`src/rtl/frq_divider_multi.sv`:
```
// N-channel half-period-ROM clock divider with glitch-free select changes and shared phase sync.
module frq_divider_multi #(
    parameter int unsigned N_CH     = 2,
    parameter int unsigned SEL_W    = 5,
    parameter int unsigned CNT_W    = 24,
    parameter string       ROM_FILE = ""
) (
    input  logic                    clk,
    input  logic                    reset_n,
    input  logic [N_CH*SEL_W-1:0]   F_select,
    input  logic [N_CH-1:0]         en,
    input  logic                    sync,
    output logic [N_CH-1:0]         clk_out,
    output logic [N_CH-1:0]         tick,
    output logic [N_CH-1:0]         pending
);

    localparam int unsigned ROM_DEPTH = 2 ** SEL_W;

    // Built-in half-period table: entry k holds k (code 0 = stopped).
    function automatic logic [CNT_W-1:0] rom_half(input logic [SEL_W-1:0] code);
        return CNT_W'(code);
    endfunction

    // Only the built-in table exists in this block; reject an external image at elaboration.
    if (ROM_FILE != "") begin : g_rom_file_check
        $error("frq_divider_multi: external ROM image not available, depth %0d", ROM_DEPTH);
    end

    for (genvar i = 0; i < N_CH; i++) begin : g_ch
        logic [SEL_W-1:0] sel_req;
        logic [SEL_W-1:0] sel_act;
        logic [CNT_W-1:0] cnt;
        logic [CNT_W-1:0] half;
        logic             out_q;
        logic             tick_q;
        logic             idle;

        assign sel_req = F_select[i*SEL_W +: SEL_W];
        assign half    = rom_half(sel_act);
        assign idle    = !en[i] || (half == '0);

        // Per-channel divider: sync, then idle, then terminal count, then count.
        always_ff @(posedge clk) begin
            if (!reset_n) begin
                sel_act <= '0;
                cnt     <= '0;
                out_q   <= 1'b0;
                tick_q  <= 1'b0;
            end else if (sync || idle) begin
                cnt     <= '0;
                out_q   <= 1'b0;
                tick_q  <= 1'b0;
                sel_act <= en[i] ? sel_req : '0;
            end else if (cnt == half - CNT_W'(1)) begin
                cnt    <= '0;
                out_q  <= ~out_q;
                tick_q <= ~out_q;
                // Falling edge closes the period; only here may the code change.
                if (out_q) begin
                    sel_act <= sel_req;
                end
            end else begin
                cnt    <= cnt + CNT_W'(1);
                tick_q <= 1'b0;
            end
        end

        assign clk_out[i] = out_q;
        assign tick[i]    = tick_q;
        assign pending[i] = en[i] && (sel_req != sel_act);
    end

endmodule

```
`config.mk`:
```
export PLATFORM = sky130hd
export DESIGN_NAME = frq_divider_multi
export DESIGN_NICKNAME = d
export VERILOG_FILES = /design/src/rtl/frq_divider_multi.sv
export SDC_FILE = /design/constraint.sdc
export NUM_CORES = 1
export LEC_CHECK = 0
export CORE_ASPECT_RATIO = 1.1
export CORE_MARGIN = 5
export CORE_UTILIZATION = 47
export CTS_CLUSTER_DIAMETER = 150
export DETAILED_ROUTE_END_ITERATION = 10
export GPL_ROUTABILITY_DRIVEN = 0
export MAX_ROUTING_LAYER = met4
export PLACE_DENSITY = 0.68
export SLEW_MARGIN = 10
export SYNTH_ARGS = -nofsm -noshare
export SYNTH_HDL_FRONTEND = slang
export SYNTH_SLANG_ARGS = --single-unit
```
`constraint.sdc`:
```
create_clock -name clk -period 2.3 [get_ports clk]
set_input_delay 0.345 -clock clk [delete_from_list [all_inputs] [get_ports clk]]
set_output_delay 0.345 -clock clk [all_outputs]
set_load 0.01 [all_outputs]
```
==> results.ini, run 1 <==
[floorplan]
rows = 31
pin_count = 21
start_util = 0.489
die_h_um = 97.4
coreArea_um2 = 6670
chipWidth_um = 89.4
die_area_um2 = 8710

[clock_network]
path_clk_slew_ns = 0.07
numCtsBuffers = 9
clock-root-buffer = clkbuf_8
cts_sinks = 62
htree_levels = 3
worst_skew_pair.late_latency_ns = 0.33
cts_tree = built
clockBufferDepth = 2

[detailed_routing]
num_vias = 2564
wire_per_inst_um = 12.7
initialDrtViolationCount = 104
drt.antenna.violating_nets = 0
wl_mm = 6.26
first_pass_iters = 4
drcViolationCount = 0
via_per_inst = 5.21

[timing]
max_freq_mhz = 453
hold_viol = 0
tightest_slew_ns = 0.477
setup_ws_ns = 0.0928
slew_viol_final = 0
slew_headroom = 0.680
tns_ns = 0
setup_viol = 0
fin_crit_ns = 2.21
post-route-period-util = 0.960
clock_skew_ns = 0.00468

[global_routing]
antenna_found_initial = 0
grt_max_degree = 25
met2_usage = 0.234
grt_usage = 0.160
grt_pass1_wl_mm = 10.9
grt-ovfl-total = 0
gr-max-usage-layer = met2
grt_use_met1 = 0.210
met3_usage = 0.0373
grt_pass1_vias = 2484

[power]
powerDensity_nw_per_um2 = 584
peakVddDrop_mv = 0.372
p_leak_nw = 1.30

[synthesis]
syn-num-nets = 403
synthFlopType = dfxtp_1
synth_cells = 384
synth-seq-cells = 62
synth.most_common_cell = nor2_1
synth_edf_count = 0
ys_warn_count = 0
synth_largest_area_cell = dfxtp_1
yosys.area.top_type_share = 0.380
ys_top_cells_by_area = dfxtp_1 38%, xnor2_1 9.9%, xor2_1 8.9%, nor2_1 7.7%, nand3_1 5.4%
syn_avg_cell_area_um2 = 8.50
synth_area_um2 = 3260
async_flop_share = 0
yosys-top-cells-count = 67 x nor2_1, 62 x dfxtp_1, 37 x xnor2_1
ys_seq_area_frac = 0.380
ys_types = 40

[layout]
nets = 425
final_layout_size_suffix_gt1_frac = 0.0854
syn_to_final_growth_pct = 15.1
diodes = 0
final_cells = 492

[min_path]
min_path_type = flip-flop to flip-flop

[place]
dp_hpwl_mm = 4.64
placed_cells = 476
place_ws_ns = 0.0599
numPortBuffers = 20

[critical_path]
endpoint_kind = flip-flop
start_kind = flip-flop
critPathMaxFanout = 5
critical_path_class = flip-flop to flip-flop
cp.required_ns = 2.56
cp.arrival_ns = 2.47

[run]
cap_violations = 0

[outcome]
status = completed

-- cell usage in the layout, fill, tap and decap left out, types with 2 or more instances in the layout --
cell type	instances
clkbuf_1	2
mux2i_1	11
o31a_1	2
dfxtp_1	59
nor4_1	11
ha_1	3
clkdlybuf4s50_1	20
buf_12	2
nor3_1	10
dfxtp_2	3
and4_1	3
nor3b_1	2
nand2_1	29
buf_4	8
nand2b_1	2
nand3_1	35
xnor2_1	37
xor2_1	33
clkbuf_8	13
inv_1	10
a21oi_1	3
nor2_1	67
nand4_1	15
and3_1	11
-- power by group --
part	internal, mW	total, mW	switching, mW	leakage, nW
combinational	0.101	0.194	0.0931	0.697
sequential	1.08	1.10	0.0157	0.502
clock	0.505	0.899	0.394	0.0958
-- what timing repair did --
action / CTS / global route
hold buffers: 0 / 0
resized for setup: 0 / 6
hold endpoints to repair: 0 / 0
setup endpoints to repair: 0 / 5
setup buffers: 0 / 1
-- metal layers --
metal	vias up	wire length [um]	part of all wire
li1	1343	-	-
met1	1171	3130	0.50
met2	41	2850	0.46
met3	9	203	0.032
met4	0	73	0.012
met5	-	0	0
-- path summary, 6_finish.rpt --
kind                                   startpoint                               to  slack, ns  cells past startpoint
setup reg to reg  g_ch[1].sel_act[0]$_SDFFE_PN0P_  g_ch[1].sel_act[3]$_SDFFE_PN0P_       0.09                      8
setup / recovery  g_ch[1].sel_act[0]$_SDFFE_PN0P_  g_ch[1].sel_act[3]$_SDFFE_PN0P_       0.09                      8
hold reg to reg         g_ch[0].cnt[0]$_SDFF_PP0_        g_ch[0].cnt[0]$_SDFF_PP0_       0.49                      1
hold / removal          g_ch[0].cnt[0]$_SDFF_PP0_        g_ch[0].cnt[0]$_SDFF_PP0_       0.49                      1
-- area by class of cell --
cell class | count | area (um^2)
tap | 82 | 103
timing repair buffer | 30 | 300
inverter | 11 | 41.3
sequential | 62 | 1240
clock buffer | 15 | 186
fill | 606 | 2920
multi-input combinational | 292 | 1880
-- worst max-delay path, cell delays in order, from the launching register on --
cell       delay (ns)
dfxtp_2          0.32
inv_1            0.06
ha_4             0.18
o21ba_1          0.17
a221o_1          0.35
a2111oi_4        0.40
o21ai_2          0.16
o21ai_4          0.29
mux2i_1          0.22
-- registers in the layout, indices dropped and copies added (netlist names) --
| register | count |
|---|---|
| g_ch.tick_q | 2 |
| g_ch.sel_act | 10 |
| g_ch.out_q | 2 |
| g_ch.cnt | 48 |
-- cell families after synthesis --
| group | synth area share |
|---|---|
| xor+xnor | 0.188 |
| mux | 0.0337 |
| simple gates | 0.285 |
| buf+inv | 0.0475 |
| flops | 0.380 |
| compound gates | 0.0502 |
| fa+ha+maj | 0.0153 |
-- per-stage QoR --
step	hold WS (ns)	cell area, um^2	total power [mW]	utilization
after global placement	0.470	3540	1.31	0.531
after detailed placement	0.476	3540	1.32	0.531
after floorplan	0.423	3260	1.25	-
after CTS	0.492	3730	2.21	0.559
after global routing	0.519	3750	2.28	0.563
final	0.486	3750	2.19	0.563
No activity file was read; power rests on OpenSTA's default activity.
==> run 2: changes to the inputs <==
==> constraint.sdc (replaced) <==
create_clock -name clk -period 2.3 [get_ports clk]
set_input_delay 0.345 -clock clk [delete_from_list [all_inputs] [get_ports clk]]
set_output_delay 0.345 -clock clk [all_outputs]
set_load 0.05 [all_outputs]
==> results.ini, run 2 (synthesized netlist as in run 1, its figures left out) <==
[layout]
num-fill-cells = 615
diodes = 0
largest_register = g_ch.cnt
final_common_cell = nor2_1
nets = 427
final_layout_size_suffix_gt1_frac = 0.0947
syn_to_final_growth_pct = 15.0
top_regs = g_ch.cnt (48), g_ch.sel_act (10)
final_cell_mix = 67 x nor2_1, 60 x dfxtp_1, 37 x xnor2_1
largest_reg_flops = 48

[timing]
slew_viol_final = 0
setup_viol = 0
slew_headroom = 0.653
tightest_slew_ns = 0.517
fin_crit_ns = 2.20
finalHoldWorstSlack_ns = 0.488
max_freq_mhz = 455
rsz0062_at_grt = yes
hold_viol = 0
setup_ws_ns = 0.103
post-route-period-util = 0.955
clock_skew_ns = 0.00700

[place]
dp_hpwl_mm = 4.70
place_ws_ns = 0.0809
numPortBuffers = 20

[detailed_routing]
first_pass_iters = 4
num_vias = 2601
initialDrtViolationCount = 95
drcViolationCount = 0
wire_per_inst_um = 12.9
wl_mm = 6.39
via_per_inst = 5.27
drt.antenna.violating_nets = 0

[power]
powerDensity_nw_per_um2 = 592
p_leak_nw = 1.30
peakVddDrop_mv = 0.327

[clock_network]
htree_levels = 3
clock-root-buffer = clkbuf_8
cts_tree = built
numCtsBuffers = 9
worst_skew_pair.late_latency_ns = 0.34
path_clk_slew_ns = 0.07
cts_sinks = 62
clockBufferDepth = 2

[global_routing]
grt_usage = 0.163
grt_pass1_vias = 2518
grt-ovfl-total = 0
antenna_found_initial = 0
grt_max_degree = 25
grt_pass1_wl_mm = 11.0

[run]
cap_violations = 0

[critical_path]
start_kind = flip-flop
cp.required_ns = 2.53
r2r_cells = 10
crit-reg2reg-capture = g_ch[1].cnt[16]$_SDFF_PP0_
r2r-start = g_ch[1].sel_act[0]$_SDFFE_PN0P_
critical_path_class = flip-flop to flip-flop
cp_slowest_stage_delay_ns = 0.40
crit_slowest_cell = a2111oi_4
endpoint_kind = flip-flop
cp.arrival_ns = 2.43
worstPathCellList = inv_1 -> ha_4 -> o21ba_1 -> a221o_1 -> a2111oi_4 -> o21ai_2 -> buf_4 -> nand3_2 -> buf_12 -> nor2_1
rrSetupSlack_ns = 0.10
critPathMaxFanout = 24

[floorplan]
coreArea_um2 = 6670
die_area_um2 = 8710
die_h_um = 97.4
pin_count = 21
start_util = 0.489
rows = 31
chipWidth_um = 89.4

[min_path]
holdPathStages = 1
min_from = g_ch[1].cnt[0]$_SDFF_PP0_
hold_path_end = g_ch[1].cnt[0]$_SDFF_PP0_
min_path_type = flip-flop to flip-flop

[outcome]
status = completed

## run 2: changes by cell type in the layout (fill, tap and decap cells not counted), sizes merged
cell / delta
buf: +4
bufinv: +1
clkbuf: -4
clkdlybuf4s50: -2
clkinv: +2
clkinvlp: +1
## run 2: worst max-delay path by stage
stage / start / end / slack (ns) / cells past startpoint
5_1_grt: g_ch[1].sel_act[1]$_SDFFE_PN0P_ / g_ch[1].sel_act[3]$_SDFFE_PN0P_ / -0.02 / 8
3_3_place_gp: g_ch[1].sel_act[0]$_SDFFE_PN0P_ / g_ch[1].sel_act[0]$_SDFFE_PN0P_ / 0.14 / 8
6_report: g_ch[1].sel_act[0]$_SDFFE_PN0P_ / g_ch[1].cnt[16]$_SDFF_PP0_ / 0.10 / 10
4_1_cts: g_ch[1].sel_act[0]$_SDFFE_PN0P_ / g_ch[1].sel_act[1]$_SDFFE_PN0P_ / 0.06 / 8
3_5_place_dp: g_ch[1].sel_act[1]$_SDFFE_PN0P_ / g_ch[1].sel_act[1]$_SDFFE_PN0P_ / 0.08 / 8
2_1_floorplan: g_ch[1].sel_act[0]$_SDFFE_PN0P_ / g_ch[1].sel_act[0]$_SDFFE_PN0P_ / 0.008 / 9
## run 2: layout make-up
type / count / area (um^2) / share of cell area
flip-flops and latches: 62 / 1240 / 0.331
multi-input cells: 292 / 1880 / 0.501
clock buffers: 11 / 141 / 0.0377
inverters: 11 / 41.3 / 0.0110
repair buffers: 32 / 298 / 0.0793
clock inverters: 4 / 47.5 / 0.0127
well taps: 82 / 103 / 0.0273
## run 2: stage by stage
stage	utilization	power [mW]	TNS (ns)	area, um^2	std cells
2_1_floorplan	-	1.26	0	3260	384
3_3_place_gp	0.530	1.32	0	3530	477
3_5_place_dp	0.530	1.32	0	3530	477
4_1_cts	0.558	2.25	0	3720	492
5_1_grt	0.563	2.33	-0.0173	3750	494
6_report	0.563	2.22	0	3750	494
## run 2: layer usage
layer / up-vias / routed length [um] / track usage
met3: 12 / 218 / 0.0416
met5: - / 0 / -
met2: 43 / 3030 / 0.242
li1: 1354 / - / -
met1: 1192 / 3000 / 0.204
met4: 0 / 140 / 0.0756
## run 2: where the power goes
| group | internal [mW] | leakage, nW | switching [mW] |
|---|---|---|---|
| logic | 0.0988 | 0.701 | 0.0998 |
| clock network | 0.520 | 0.0952 | 0.404 |
| registers | 1.08 | 0.502 | 0.0159 |
## run 2: repair_timing
item                                    CTS  global route
hold endpoints to repair                  0             0
setup buffers                             0             2
resized for setup                         0             5
endpoints found under the setup margin    0             5
hold buffers                              0             0
## run 2: worst max-delay path, delay by kind of cell, from the launching register on
kind,cells,cell delay [ns]
simple gates,2,0.14
compound gates,4,1.07
flops,1,0.32
fa+ha+maj,1,0.17
buf+inv,3,0.38
